--- src/rtl/adder_tree_pkg.sv ---
// Shared types and width helpers for the pipelined adder tree.
// Also holds the accumulator FSM encoding.
package adder_tree_pkg;

   typedef enum logic [0:0] {
      ACC_IDLE = 1'b0,
      ACC_RUN  = 1'b1
   } acc_state_t;

   function automatic int calc_levels(input int num_inputs);
      return $clog2(num_inputs);
   endfunction

   function automatic int calc_sum_width(input int adder_width, input int num_inputs,
                                         input int accumulate, input int acc_extra);
      return adder_width + $clog2(num_inputs) + ((accumulate != 0) ? acc_extra : 0);
   endfunction

endpackage

--- src/rtl/adder_tree_pipelined_if.sv ---
// Lane-parallel producer side and single-lane result side of the adder tree.
// No backpressure exists, so every signal flows in one direction only.
interface adder_tree_pipelined_if #(
   parameter int ADDER_WIDTH = 20,
   parameter int NUM_INPUTS  = 8,
   parameter int SUM_WIDTH   = 23
);
   logic                              in_valid;
   logic                              in_last;
   logic [NUM_INPUTS*ADDER_WIDTH-1:0] in_data;
   logic                              out_valid;
   logic [SUM_WIDTH-1:0]              out_sum;

   modport master (
      output in_valid, in_last, in_data,
      input  out_valid, out_sum
   );

   modport slave (
      input  in_valid, in_last, in_data,
      output out_valid, out_sum
   );
endinterface

--- src/rtl/adder_tree_stage.sv ---
// One registered tree level: adds adjacent lane pairs, widening each result by one bit.
// Data holds when the stage-valid is low so bubbles never disturb stored sums.
module adder_tree_stage #(
   parameter int IN_WIDTH = 20,
   parameter int PAIRS    = 4,
   parameter int SIGNED   = 0
) (
   input  logic                            clk,
   input  logic                            rst_n,
   input  logic                            in_valid,
   input  logic                            in_last,
   input  logic [2*PAIRS*IN_WIDTH-1:0]     in_data,
   output logic                            out_valid,
   output logic                            out_last,
   output logic [PAIRS*(IN_WIDTH+1)-1:0]   out_data
);
   localparam int OUT_WIDTH = IN_WIDTH + 1;

   logic [PAIRS*OUT_WIDTH-1:0] w_sum;
   logic [PAIRS*OUT_WIDTH-1:0] r_data;
   logic                       r_valid;
   logic                       r_last;

   function automatic logic [OUT_WIDTH-1:0] ext(input logic [IN_WIDTH-1:0] x);
      if (SIGNED != 0) begin
         return {x[IN_WIDTH-1], x};
      end else begin
         return {1'b0, x};
      end
   endfunction

   // Pairwise sums: element j comes from input elements 2j and 2j+1.
   always_comb begin
      w_sum = '0;
      for (int j = 0; j < PAIRS; j++) begin
         w_sum[j*OUT_WIDTH +: OUT_WIDTH] = ext(in_data[(2*j)*IN_WIDTH +: IN_WIDTH])
                                         + ext(in_data[(2*j+1)*IN_WIDTH +: IN_WIDTH]);
      end
   end

   // Level register with valid/last shift alongside the data.
   always_ff @(posedge clk) begin
      if (!rst_n) begin
         r_valid <= 1'b0;
         r_last  <= 1'b0;
         r_data  <= '0;
      end else begin
         r_valid <= in_valid;
         r_last  <= in_last & in_valid;
         if (in_valid) begin
            r_data <= w_sum;
         end
      end
   end

   assign out_valid = r_valid;
   assign out_last  = r_last;
   assign out_data  = r_data;

endmodule

--- src/rtl/adder_tree_pipelined.sv ---
// Pipelined binary adder tree with one register per level and an optional
// multi-beat accumulator that takes the place of the output register.
module adder_tree_pipelined
   import adder_tree_pkg::*;
#(
   parameter int ADDER_WIDTH = 20,
   parameter int NUM_INPUTS  = 8,
   parameter int SIGNED      = 0,
   parameter int ACCUMULATE  = 0,
   parameter int ACC_EXTRA   = 8
) (
   input  logic                   clk,
   input  logic                   rst_n,
   adder_tree_pipelined_if.slave  bus
);
   localparam int LEVELS    = calc_levels(NUM_INPUTS);
   localparam int SUM_WIDTH = calc_sum_width(ADDER_WIDTH, NUM_INPUTS, ACCUMULATE, ACC_EXTRA);
   localparam int ROOT_W    = ADDER_WIDTH + LEVELS;

   logic [NUM_INPUTS*ADDER_WIDTH-1:0] r_data0;
   logic                              r_valid0;
   logic                              r_last0;

   logic [ROOT_W-1:0]    w_root;
   logic                 w_root_valid;
   logic                 w_root_last;
   logic [SUM_WIDTH-1:0] w_root_ext;

   acc_state_t           r_state;
   acc_state_t           w_state_nxt;
   logic [SUM_WIDTH-1:0] r_acc;
   logic [SUM_WIDTH-1:0] w_acc_nxt;
   logic                 w_publish;
   logic                 r_out_valid;
   logic [SUM_WIDTH-1:0] r_out_sum;

   // Stage 0: capture the raw lanes; last is only meaningful with valid.
   always_ff @(posedge clk) begin
      if (!rst_n) begin
         r_valid0 <= 1'b0;
         r_last0  <= 1'b0;
         r_data0  <= '0;
      end else begin
         r_valid0 <= bus.in_valid;
         r_last0  <= bus.in_last & bus.in_valid;
         if (bus.in_valid) begin
            r_data0 <= bus.in_data;
         end
      end
   end

   for (genvar k = 1; k <= LEVELS; k++) begin : g_lvl
      localparam int IN_W  = ADDER_WIDTH + k - 1;
      localparam int PAIRS = NUM_INPUTS >> k;

      logic [2*PAIRS*IN_W-1:0]     w_in_data;
      logic                        w_in_valid;
      logic                        w_in_last;
      logic [PAIRS*(IN_W+1)-1:0]   w_out_data;
      logic                        w_out_valid;
      logic                        w_out_last;

      if (k == 1) begin : g_first
         assign w_in_data  = r_data0;
         assign w_in_valid = r_valid0;
         assign w_in_last  = r_last0;
      end else begin : g_next
         assign w_in_data  = g_lvl[k-1].w_out_data;
         assign w_in_valid = g_lvl[k-1].w_out_valid;
         assign w_in_last  = g_lvl[k-1].w_out_last;
      end

      adder_tree_stage #(
         .IN_WIDTH (IN_W),
         .PAIRS    (PAIRS),
         .SIGNED   (SIGNED)
      ) u_stage (
         .clk       (clk),
         .rst_n     (rst_n),
         .in_valid  (w_in_valid),
         .in_last   (w_in_last),
         .in_data   (w_in_data),
         .out_valid (w_out_valid),
         .out_last  (w_out_last),
         .out_data  (w_out_data)
      );
   end

   assign w_root       = g_lvl[LEVELS].w_out_data;
   assign w_root_valid = g_lvl[LEVELS].w_out_valid;
   assign w_root_last  = g_lvl[LEVELS].w_out_last;

   if (SIGNED != 0) begin : g_sext
      assign w_root_ext = SUM_WIDTH'($signed(w_root));
   end else begin : g_zext
      assign w_root_ext = SUM_WIDTH'(w_root);
   end

   // Next-state and publish decision; without accumulation every root beat publishes.
   always_comb begin
      w_state_nxt = r_state;
      w_acc_nxt   = r_acc;
      w_publish   = 1'b0;
      if (w_root_valid) begin
         if (ACCUMULATE == 0) begin
            w_acc_nxt = w_root_ext;
            w_publish = 1'b1;
         end else begin
            case (r_state)
               ACC_IDLE: begin
                  w_acc_nxt   = w_root_ext;
                  w_publish   = w_root_last;
                  w_state_nxt = w_root_last ? ACC_IDLE : ACC_RUN;
               end
               ACC_RUN: begin
                  w_acc_nxt   = r_acc + w_root_ext;
                  w_publish   = w_root_last;
                  w_state_nxt = w_root_last ? ACC_IDLE : ACC_RUN;
               end
               default: begin
                  w_acc_nxt   = w_root_ext;
                  w_publish   = 1'b0;
                  w_state_nxt = ACC_IDLE;
               end
            endcase
         end
      end else begin
         w_state_nxt = r_state;
      end
   end

   // Accumulator, FSM state and the published result register.
   always_ff @(posedge clk) begin
      if (!rst_n) begin
         r_state     <= ACC_IDLE;
         r_acc       <= '0;
         r_out_valid <= 1'b0;
         r_out_sum   <= '0;
      end else begin
         r_state     <= w_state_nxt;
         r_acc       <= w_acc_nxt;
         r_out_valid <= w_publish;
         if (w_publish) begin
            r_out_sum <= w_acc_nxt;
         end
      end
   end

   assign bus.out_valid = r_out_valid;
   assign bus.out_sum   = r_out_sum;

endmodule

--- src/flat_wrapper.sv ---
// flat-port wrapper written by rule: the top's interface ports become plain ports
module adder_tree_pipelined_flat import adder_tree_pkg::*;
#(
   parameter int ADDER_WIDTH = 20,
   parameter int NUM_INPUTS  = 8,
   parameter int SIGNED      = 0,
   parameter int ACCUMULATE  = 0,
   parameter int ACC_EXTRA   = 8
)
  (clk, rst_n, bus_in_valid, bus_in_last, bus_in_data, bus_out_valid, bus_out_sum);
  adder_tree_pipelined_if #(.ADDER_WIDTH(ADDER_WIDTH), .NUM_INPUTS(NUM_INPUTS)) bus_i ();
  input  logic clk;
  input  logic rst_n;
  input wire logic [$bits(bus_i.in_valid)-1:0] bus_in_valid;
  input wire logic [$bits(bus_i.in_last)-1:0] bus_in_last;
  input wire logic [$bits(bus_i.in_data)-1:0] bus_in_data;
  output wire logic [$bits(bus_i.out_valid)-1:0] bus_out_valid;
  output wire logic [$bits(bus_i.out_sum)-1:0] bus_out_sum;
  assign bus_i.in_valid = bus_in_valid;
  assign bus_i.in_last = bus_in_last;
  assign bus_i.in_data = bus_in_data;
  assign bus_out_valid = bus_i.out_valid;
  assign bus_out_sum = bus_i.out_sum;
  adder_tree_pipelined #(.ADDER_WIDTH(ADDER_WIDTH), .NUM_INPUTS(NUM_INPUTS), .SIGNED(SIGNED), .ACCUMULATE(ACCUMULATE), .ACC_EXTRA(ACC_EXTRA)) u_core (.clk(clk), .rst_n(rst_n), .bus(bus_i));
endmodule
--- config.mk ---
export PLATFORM = sky130hd
export DESIGN_NAME = adder_tree_pipelined_flat
export DESIGN_NICKNAME = d
export VERILOG_FILES = /design/src/rtl/adder_tree_pkg.sv /design/src/rtl/adder_tree_pipelined_if.sv /design/src/rtl/adder_tree_stage.sv /design/src/rtl/adder_tree_pipelined.sv /design/src/flat_wrapper.sv
export SDC_FILE = /design/constraint.sdc
export NUM_CORES = 1
export LEC_CHECK = 0
export BUFFER_PORTS_ARGS = -buffer_cell sky130_fd_sc_hd__buf_4
export CORE_MARGIN = 10
export CORE_UTILIZATION = 45
export CTS_BUF_LIST = sky130_fd_sc_hd__clkbuf_4 sky130_fd_sc_hd__clkbuf_8
export DETAILED_ROUTE_END_ITERATION = 8
export GPL_TIMING_DRIVEN = 0
export PLACE_DENSITY_LB_ADDON = 0.08
export SKIP_CTS_REPAIR_TIMING = 1
export SYNTH_ARGS = -nofsm -noshare
export SYNTH_HDL_FRONTEND = slang
export SYNTH_SLANG_ARGS = --single-unit
--- constraint.sdc ---
create_clock -name clk -period 4.4 [get_ports clk]
set_input_delay 0.66 -clock clk [delete_from_list [all_inputs] [get_ports clk]]
set_output_delay 0.66 -clock clk [all_outputs]
set_load 0.05 [all_outputs]
==> impl_results.md, run 1 <==
- Status: complete, no violations
- Die X-Extent: 220 um
- Max Clock Freq: 357 MHz
- Worst Reg-to-Reg Cells: 10
- Row Count: between 70 and 80
- CTS buffer count: 57
- Latest clock arrival within the worst-skew pair: 0.66 ns
- # DRC: 0
- Top cell type's share of synthesized area: 0.376
- Pre-CTS setup slack: 1.34 ns
- Syn Area/Cell: 9.03 um^2
- Logic pwr share: 0.137
- Slew @ Worst Pin: 1.12 ns
- Setup ws final: around 1.6 ns
- CP Class: reg2reg
- Starting Density: 0.454
- Endpoint of the worst hold path: u_core.g_lvl[1].w_in_data[120]
- CP arrival: 3.31 ns
- PD cells: 348 mW/mm^2
- Share of cells above drive strength 1: 0.143
- Worst Setup SP: u_core.g_lvl[1].w_in_data[0]
- Max incr delay on CP: about 0.47 ns
- CP max-delay cell: fa_1
- Mean routed wirelength per cell: 17.4 um
- Number of synthesized flops with an enable pin: 0
- Non-Filler Instances: 2809
- Root Buffer: clkbuf_8
- Synth Register Bits: 339
- Synth cell count leaders: dfxtp_1, nor2_1, mux2i_1
- Max Slew Vio Count: 0
- CTS tree: yes
- Worst hold path startpoint: bus_in_data[120]
- CTS clk-pin slew, worst paths: 0.06 ns
- I/O Buffers: ~180
- Fill count: 3750
- Register area share after synthesis: 0.376
- First-pass DRT Iterations: 5
- Top cell by count, worst path: o21ai_1
- R2r startpoint: u_core.g_lvl[1].w_in_data[0]
- Ys Warns: 0
- Syn_nets: 2313
- Largest cells by area after synthesis: dfxtp_1, mux2i_1, ha_1
- Netlist Area Pre-Place: 0.0180 mm^2
- Via Count: 14700
- Leak Pwr: 9.79 nW
- CP required: 4.91 ns
- Final Cycle Share: 0.636
- Top FF cell, synth: dfxtp_1
- Area grow syn2layout: 18.4%
- NetSw: slightly below 0.002 W
- Count leader, synth: dfxtp_1
- Hold Crit Depth: 3
- Die height: 220 um
- Placed Cells: 2707
- Top cell type by total area after synthesis: dfxtp_1
- Synthesized instance count: 1998
- Reg2reg end: u_core.g_lvl[1].u_stage.out_data[16]
- Worst hold path class: in2reg
- Die ar.: 0.0485 mm^2
- Final wirelength: 48800 um
- RSZ-0062 raised after global routing: false
- H-tree Lvls: 2
- I/O pins: 188
- Crit path cell chain: ha_1 > fa_1 > a21oi_1 > o21bai_2 > a211oi_2 > nor4b_2 > o41ai_2 > o21ai_1 > xnor2_1 > o21ai_1
- Startpoint Class: register
- Setup crit end kind: register
- Largest net degree at the start of global routing: 16
- DRT iter0 DRCs: 873
- Final GP Congestion: 0.862
- Crit path time final: 2.80 ns
- Total internal power: 0.00548 W
- Setup_tns: 0 ns
- Post-DP HPWL: 38500 um
- GRT Util Overall: 0.197
- Max Cap Viol: 0
- Clock skew: roughly 0.029 ns
- Fin nets: 2556
- CTS sink cnt: 339
- Antenna-violating nets left: 0
- Peak VDD IR: 243 uV
- CTS Buffer Depth: 3
- First-pass GRT wire length: 77200 um
- Final setup fails: 0
- Switching part of the total: 0.264
- Total grt overflow: 0
- Initial antenna violation count: 1
- Slew HR: 0.251
- Final Hold Fails: 0
- R2R Setup Slk: 1.60 ns
- Max FO, Critical Path: 3
- Area of the core: 0.0397 mm^2
- Vias per cell: 5.23
- Clock network fraction of total power: 0.416
- Post-synth ARST share: 0
- Vias in the first global route: roughly 14000
- Flop pwr share: 0.446
- Yosys cell types: 88
- N_diodes: 0
-- per-stage QoR --
| stage | area (um^2) | utilization | hold WS, ns | power [W] |
|---|---|---|---|---|
| floorplan | 18000 | - | 0.425 | 0.00403 |
| global placement | 20100 | 0.505 | 0.440 | 0.00439 |
| detailed placement | 20100 | 0.505 | 0.447 | 0.00441 |
| CTS | 21400 | 0.538 | 0.181 | 0.00752 |
| global route | 21400 | 0.538 | 0.209 | 0.00777 |
| finish | 21400 | 0.538 | 0.237 | 0.00744 |
-- power groups by stage --
stage	Combinational (W)	Sequential (W)	Clock, W
2_1_floorplan	0.000689	0.00334	0
3_3_place_gp	0.00101	0.00338	0
3_5_place_dp	0.00102	0.00338	0
4_1_cts	0.00103	0.00332	0.00318
5_1_grt	0.00113	0.00333	0.00330
6_report	0.00102	0.00332	0.00310
-- logic make-up (layout without fill, tap and decap cells) --
kind of cell	after synthesis	in the layout	synth area share
fa+ha+maj	151	151	0.108
buf+inv	134	420	0.0286
simple gates	576	576	0.140
compound gates	467	467	0.172
mux	221	221	0.123
xor+xnor	110	110	0.0534
flops	339	339	0.376
-- worst max-delay path by stage --
stage / to / cells after the start / slack (ns)
after floorplan: u_core.g_lvl[1].u_stage.out_data[14] / 10 / 1.99
after CTS: u_core.g_lvl[1].u_stage.out_data[16] / 10 / 1.56
after detailed placement: u_core.g_lvl[1].w_in_data[100] / 5 / 1.34
final: u_core.g_lvl[1].u_stage.out_data[16] / 10 / 1.60
after global routing: u_core.g_lvl[1].u_stage.out_data[16] / 10 / 1.37
after global placement: u_core.g_lvl[1].w_in_data[97] / 5 / 1.32
-- flip-flops by register name, summed over array words and instances (netlist names) --
name	count
u_core.g_lvl.w_in_data	160
u_core.g_lvl.u_stage.out_data	151
u_core.bus.out_sum	23
u_core.g_lvl.u_stage.out_valid	3
u_core.bus.out_valid	1
u_core.g_lvl.w_in_valid	1
-- cell usage in the layout (no fill, tap or decap), drive strengths merged, types with 8 or more instances in the layout --
master | netlist | routed
dfxtp | 339 | 339
a21o | 59 | 59
a31oi | 21 | 21
nand3b | 10 | 10
o21a | 19 | 19
nand2b | 33 | 33
nor2 | 296 | 296
clkbuf | 70 | 163
o21ai | 113 | 113
buf | 21 | 205
nor3 | 10 | 10
inv | 41 | 43
nand3 | 22 | 22
xor2 | 51 | 51
nor2b | 12 | 12
a211o | 10 | 10
o21bai | 20 | 20
o211ai | 11 | 11
and3 | 8 | 8
ha | 144 | 144
nand4 | 11 | 11
nand2 | 146 | 146
a21oi | 129 | 129
mux2i | 221 | 221
a211oi | 25 | 25
xnor2 | 59 | 59
-- worst max-delay path, delay by kind of cell (launching register included) --
kind / cells / cell delay [ns]
AOI/OAI and AO/OA: 6 / 1.33
xor gates and xnor gates: 1 / 0.20
adders and majority gates: 2 / 0.70
DFF: 1 / 0.31
and+or+nand+nor: 1 / 0.12
-- metal layers --
layer,track usage,vias up,part of all wire,routed length (um)
li1,-,7548,-,-
met1,0.271,6808,0.49,23800
met2,0.310,296,0.45,21800
met3,0.0345,48,0.047,2320
met4,0.0593,2,0.018,871
met5,0,-,0.00027,13
-- area by class of cell --
type | instances | area (um^2) | share of cell area
flip-flops and latches | 339 | 6790 | 0.318
multi-input cells | 1525 | 10700 | 0.503
well taps | 525 | 657 | 0.0307
inverters | 43 | 161 | 0.00755
clock buffers | 93 | 1180 | 0.0552
plain buffers | 91 | 354 | 0.0166
repair buffers | 184 | 1380 | 0.0647
clock inverters | 9 | 105 | 0.00492
Note: power is estimated with default switching activity, not from simulation.
==> inputs of run 2 (changes only) <==
==> constraint.sdc (replaced) <==
create_clock -name clk -period 2.4 [get_ports clk]
set_input_delay 0.36 -clock clk [delete_from_list [all_inputs] [get_ports clk]]
set_output_delay 0.36 -clock clk [all_outputs]
set_load 0.05 [all_outputs]
==> impl_results.md, run 2 (synthesis results as in run 1) <==
- Status: finished with violations
- Failing checks: setup timing
- Crit path time final: 2.55 ns (-0.247 ns)
- # DRC: 0 (unchanged)
- Multi-input gate area: 0.0113 mm^2 (+5.3%)
- CP Class: reg2reg
- Instance count on the critical path: 11 (+1)
- Area grow syn2layout: 31.4%
- Fin nets: 2743 (+7.3%)
- CP max-delay cell: o41a_1
- RSZ-0062 raised after global routing: true
- CP required: 2.89 ns (-2.02 ns)
- Final Hold Fails: 0 (unchanged)
- Max Clock Freq: 392 MHz (+9.7%)
- Max FO, Critical Path: 4 (+1)
- Pwr Total: 0.0138 W (+86%)
- First-pass GRT wire length: 77800 um (+0.80%)
- Setup_tns: -0.688 ns (-0.688 ns)
- CTS sink cnt: 339 (unchanged)
- I/O Buffers: 184 (unchanged)
- Util after Layout: 0.597 (+0.0590)
- Initial antenna violation count: 2 (+1)
- NetSw: 0.00375 W (+91%)
- Max Slew Vio Count: 0 (unchanged)
- Area of the core: 0.0397 mm^2 (unchanged)
- Most frequent cells in the layout: dfxtp_1, nor2_1, mux2i_1
- Leak Pwr: 10.6 nW (+8.6%)
- Worst hold path startpoint: rst_n
- Worst hold path class: in2reg
- Flop pwr share: 0.440 (-0.006)
- Max incr delay on CP: 0.45 ns (-0.02 ns)
- Share of cells above drive strength 1: 0.186 (+0.0425)
- Latest clock arrival within the worst-skew pair: 0.67 ns (about the same)
- CP bufs+invs: 1 (+1)
- Final wirelength: 51900 um (+6.2%)
- Pre-CTS setup slack: -0.358 ns (-1.70 ns)
- Post-DP HPWL: 38600 um (+0.13%)
- Final GP Congestion: 0.856 (-0.63%)
- H-tree Lvls: 2 (unchanged)
- Row Count: 73 (unchanged)
- CTS tree: yes
- Hold Crit Depth: 4 (+1)
- Placed Cells: 2707 (unchanged)
- Max Cap Viol: 0 (unchanged)
- Die X-Extent: 220 um (unchanged)
- Die height: 220 um (unchanged)
- GRT Util Overall: 0.199 (+0.00175)
- Vias per cell: 5.17 (-1.1%)
- Non-Filler Instances: 2993 (+6.6%)
- R2r startpoint: u_core.g_lvl[2].u_stage.out_data[0]
- CTS buffer count: 58 (+1.8%)
- Setup ws final: -0.152 ns (-1.75 ns)
- Slew HR: 0.343 (+0.0924)
- Fill count: 3473 (-7.4%)
- Largest net degree at the start of global routing: 16 (unchanged)
- Clock network fraction of total power: 0.401 (-0.015)
- Root Buffer: clkbuf_8
- CP arrival: 3.04 ns (-0.27 ns)
- Commonest non-fill, non-tap cell in the layout: dfxtp_1
- Max reg flops: 160 (unchanged)
- Mean routed wirelength per cell: 17.3 um (-0.32%)
- DRT iter0 DRCs: 811 (-7.1%)
- Slew @ Worst Pin: 0.985 ns (-0.139 ns)
- Starting Density: 0.454 (unchanged)
- Worst Reg-to-Reg Cells: 11 (+1)
- Switching part of the total: 0.271 (+0.00678)
- Total grt overflow: 0 (unchanged)
- CTS Buffer Depth: 3 (unchanged)
- Logic pwr share: 0.158 (+0.021)
- Vias in the first global route: 14600 (+1.3%)
- Clock skew: 0.0205 ns (-0.00833 ns)
- CTS clk-pin slew, worst paths: 0.06 ns (about the same)
- Setup crit end kind: register
- I/O pins: 188 (unchanged)
- First-pass DRT Iterations: 5 (unchanged)
- Final Cycle Share: 1.06 (+0.427)
- Total internal power: 0.0101 W (+84%)
- Endpoint of the worst hold path: u_core.g_lvl[2].u_stage.out_data[14]
- Final setup fails: 12 (+12)
- Cell family contributing the most delay on the critical path: compound AO/OA/AOI/OAI gates
- Reg2reg end: u_core.g_lvl[3].u_stage.out_data[20]
- PD cells: 584 mW/mm^2 (+68%)
- Peak VDD IR: 386 uV (+59%)
- Via Count: 15500 (+5.3%)
- Die ar.: 0.0485 mm^2 (unchanged)
- Antenna-violating nets left: 0 (unchanged)
- Crit path cell chain: ha_4 > inv_2 > fa_2 > nand2b_4 > a211oi_2 > o31ai_2 > a21oi_2 > a31o_1 > o41a_1 > xnor2_1 > a211oi_1
- Register area: 0.00681 mm^2 (+0.41%)
- R2R Setup Slk: -0.15 ns (-1.75 ns)
- Startpoint Class: register
run 2: changes by cell type in the layout (fill, tap and decap cells not counted), sizes merged:
cell	change
clkbuf	-6
buf	+27
dlygate4sd3	+160
clkinv	+2
diode	+1
run 2: layout make-up:
class                   instances  area share
plain buffers                  90      0.0149
diodes                          1    0.000106
well taps                     525      0.0277
inverters                      43     0.00681
multi-input cells            1525       0.477
flip-flops and latches        339       0.287
clock buffers                  88      0.0469
clock inverters                11     0.00475
repair buffers                371       0.134
run 2: worst max path at each step:
stage                                              start  slack, ns                              endpoint
floorplan                   u_core.g_lvl[1].w_in_data[0]       0.02  u_core.g_lvl[1].u_stage.out_data[14]
global placement                            bus_in_valid      -0.36         u_core.g_lvl[1].w_in_data[97]
detailed placement                          bus_in_valid      -0.36         u_core.g_lvl[1].w_in_data[99]
CTS                         u_core.g_lvl[1].w_in_data[0]      -0.34  u_core.g_lvl[1].u_stage.out_data[14]
global route        u_core.g_lvl[1].u_stage.out_data[42]      -0.28  u_core.g_lvl[2].u_stage.out_data[36]
finish               u_core.g_lvl[2].u_stage.out_data[0]      -0.15  u_core.g_lvl[3].u_stage.out_data[20]
run 2: power groups by stage:
stage | registers (W) | logic, W | clock network (W)
global route | 0.00612 | 0.00241 | 0.00595
detailed placement | 0.00620 | 0.00187 | 0
finish | 0.00610 | 0.00219 | 0.00556
global placement | 0.00620 | 0.00185 | 0
floorplan | 0.00613 | 0.00126 | 0
CTS | 0.00609 | 0.00188 | 0.00570
run 2: metal layers:
metal,routed length [um],vias to the layer above,global-route usage,share of wire
li1,-,7934,-,-
met1,24700,7220,0.269,0.48
met2,24000,257,0.311,0.46
met3,2270,72,0.0444,0.044
met4,918,2,0.0580,0.018
met5,13,-,0,0.00025
run 2: worst min-delay path: stages:
cell and delay (ns):
clkbuf_1 0.23, nand2_1 0.25, a211o_1 0.13, nand3_1 0.05
run 2: stage by stage:
stage                     instance area, um^2  hold WS [ns]
after floorplan                         18000         0.425
after global placement                  20100         0.440
after detailed placement                20100         0.448
after CTS                               21300        -0.128
after global routing                    23700         0.424
final                                   23700         0.417
==> inputs of run 3 (changes only) <==
--- a/config.mk
+++ b/config.mk
@@ -13,6 +13,7 @@
 export GPL_TIMING_DRIVEN = 0
 export PLACE_DENSITY_LB_ADDON = 0.08
 export SKIP_CTS_REPAIR_TIMING = 1
+export SKIP_LAST_GASP = 1
 export SYNTH_ARGS = -nofsm -noshare
 export SYNTH_HDL_FRONTEND = slang
 export SYNTH_SLANG_ARGS = --single-unit
==> impl_results.md, run 3 (synthesis results as in run 1) <==
- Die X-Extent: 220 um (unchanged)
- Peak VDD IR: 386 uV (unchanged)
- Startpoint Class: register
- CP Class: reg2reg
- Slew HR: 0.343 (about the same)
- CTS buffer count: 58 (unchanged)
- Final Hold Fails: 0 (unchanged)
- Vias in the first global route: 14600 (unchanged)
- WHS: 0.430 ns (+0.0128 ns)
- Most frequent cells in the layout: dfxtp_1, nor2_1, mux2i_1
- Latest clock arrival within the worst-skew pair: 0.67 ns (about the same)
- Total grt overflow: 0 (unchanged)
- Final Cycle Share: 1.06 (+0.00155)
- CTS clk-pin slew, worst paths: 0.06 ns (about the same)
- Die height: 220 um (unchanged)
- Mean routed wirelength per cell: 17.4 um (+0.18%)
- Leak Pwr: 10.6 nW (about the same)
- CTS tree: yes
- Failing checks: setup timing
- Worst hold path class: in2reg
- I/O pins: 188 (unchanged)
- Max FO, Critical Path: 4 (unchanged)
- Die ar.: 0.0485 mm^2 (unchanged)
- Final setup fails: 13 (+1)
- CTS sink cnt: 339 (unchanged)
- Antenna-violating nets left: 0 (unchanged)
- Setup ws final: -0.156 ns (-0.00371 ns)
- GRT Util Overall: 0.199 (unchanged)
- H-tree Lvls: 2 (unchanged)
- Max reg flops: 160 (unchanged)
- First-pass DRT Iterations: 5 (unchanged)
- Setup crit end kind: register
- RSZ-0062 raised after global routing: true
- Row Count: 73 (unchanged)
- Area grow syn2layout: 31.3%
- Placed Cells: 2707 (unchanged)
- CTS Buffer Depth: 3 (unchanged)
- Max Slew Vio Count: 0 (unchanged)
- Vias per cell: 5.18 (+0.15%)
- N_diodes: 0 (-1)
- Fin nets: 2743 (unchanged)
- Crit path time final: 2.56 ns (+0.00371 ns)
- I/O Buffers: 184 (unchanged)
- Clock skew: 0.0199 ns (-0.000584 ns)
- Final wirelength: 52000 um (+0.15%)
- Status: finished with violations
- Root Buffer: clkbuf_8
- Max Cap Viol: 0 (unchanged)
- Largest net degree at the start of global routing: 16 (unchanged)
- # DRC: 0 (unchanged)
- Commonest non-fill, non-tap cell in the layout: dfxtp_1
- Share of cells above drive strength 1: 0.184 (-0.00162)
- Pre-CTS setup slack: -0.358 ns (unchanged)
- Slew @ Worst Pin: 0.986 ns (+0.000441 ns)
- Area of the core: 0.0397 mm^2 (unchanged)
- Non-Filler Instances: 2992 (-0.033%)
- CP arrival: 3.05 ns (about the same)
- Final GP Congestion: 0.856 (unchanged)
- Util after Layout: 0.596 (-0.000661)
- PD cells: 585 mW/mm^2 (+0.11%)
- Max Clock Freq: 391 MHz (-0.15%)
- CP required: 2.89 ns (about the same)
- Initial antenna violation count: 2 (unchanged)
- Setup_tns: -0.684 ns (+0.00451 ns)
- Starting Density: 0.454 (unchanged)
- Post-DP HPWL: 38600 um (unchanged)
- DRT iter0 DRCs: 709 (-13%)
- First-pass GRT wire length: 77800 um (unchanged)
- Via Count: 15500 (+0.12%)
## run 3: worst max-delay path, cell delays in order (launching register included)
cell	delay, ns
dfxtp_2	0.34
ha_4	0.16
inv_2	0.06
fa_2	0.21
nand2b_4	0.14
a211oi_2	0.07
o31ai_2	0.30
a21oi_2	0.14
a31o_1	0.25
o41a_1	0.45
xnor2_1	0.20
a211oi_1	0.09
## run 3: final timing paths
kind | startpoint | depth (start not counted) | slack [ns] | end
min | rst_n | 4 | 0.43 | u_core.g_lvl[2].u_stage.out_data[14]
max | u_core.g_lvl[2].u_stage.out_data[0] | 11 | -0.16 | u_core.g_lvl[3].u_stage.out_data[20]
max reg2reg | u_core.g_lvl[2].u_stage.out_data[0] | 11 | -0.16 | u_core.g_lvl[3].u_stage.out_data[20]
min reg2reg | u_core.g_lvl[3].u_stage.out_data[18] | 2 | 0.45 | u_core.g_lvl[3].u_stage.out_data[18]
## run 3: stage by stage
| step | total power [W] | area, um^2 |
|---|---|---|
| 3_5_place_dp | 0.00807 | 20100 |
| 3_3_place_gp | 0.00805 | 20100 |
| 2_1_floorplan | 0.00739 | 18000 |
| 4_1_cts | 0.0137 | 21300 |
| 5_1_grt | 0.0145 | 23700 |
| 6_report | 0.0138 | 23700 |
## run 3: final cells by class
cell class              instances  area [um^2]
flip-flops and latches        339         6810
plain buffers                  90          353
fillers                      3475        16100
inverters                      43          161
clock inverters                11          113
well taps                     525          657
repair buffers                371         3190
multi-input cells            1525        11300
clock buffers                  88         1110
## run 3: metal layers
layer  track usage  vias to the layer above  part of all wire  wire length (um)
met4        0.0580                        4             0.018               922
li1              -                     7931                 -                 -
met3        0.0444                       74             0.046              2370
met5             0                        -           0.00052                27
met1         0.269                     7219              0.48             24700
met2         0.311                      275              0.46             23900
## run 3: power breakdown
part	internal, W	switching, W
logic	0.00105	0.00114
clock network	0.00315	0.00241
registers	0.00590	0.000198
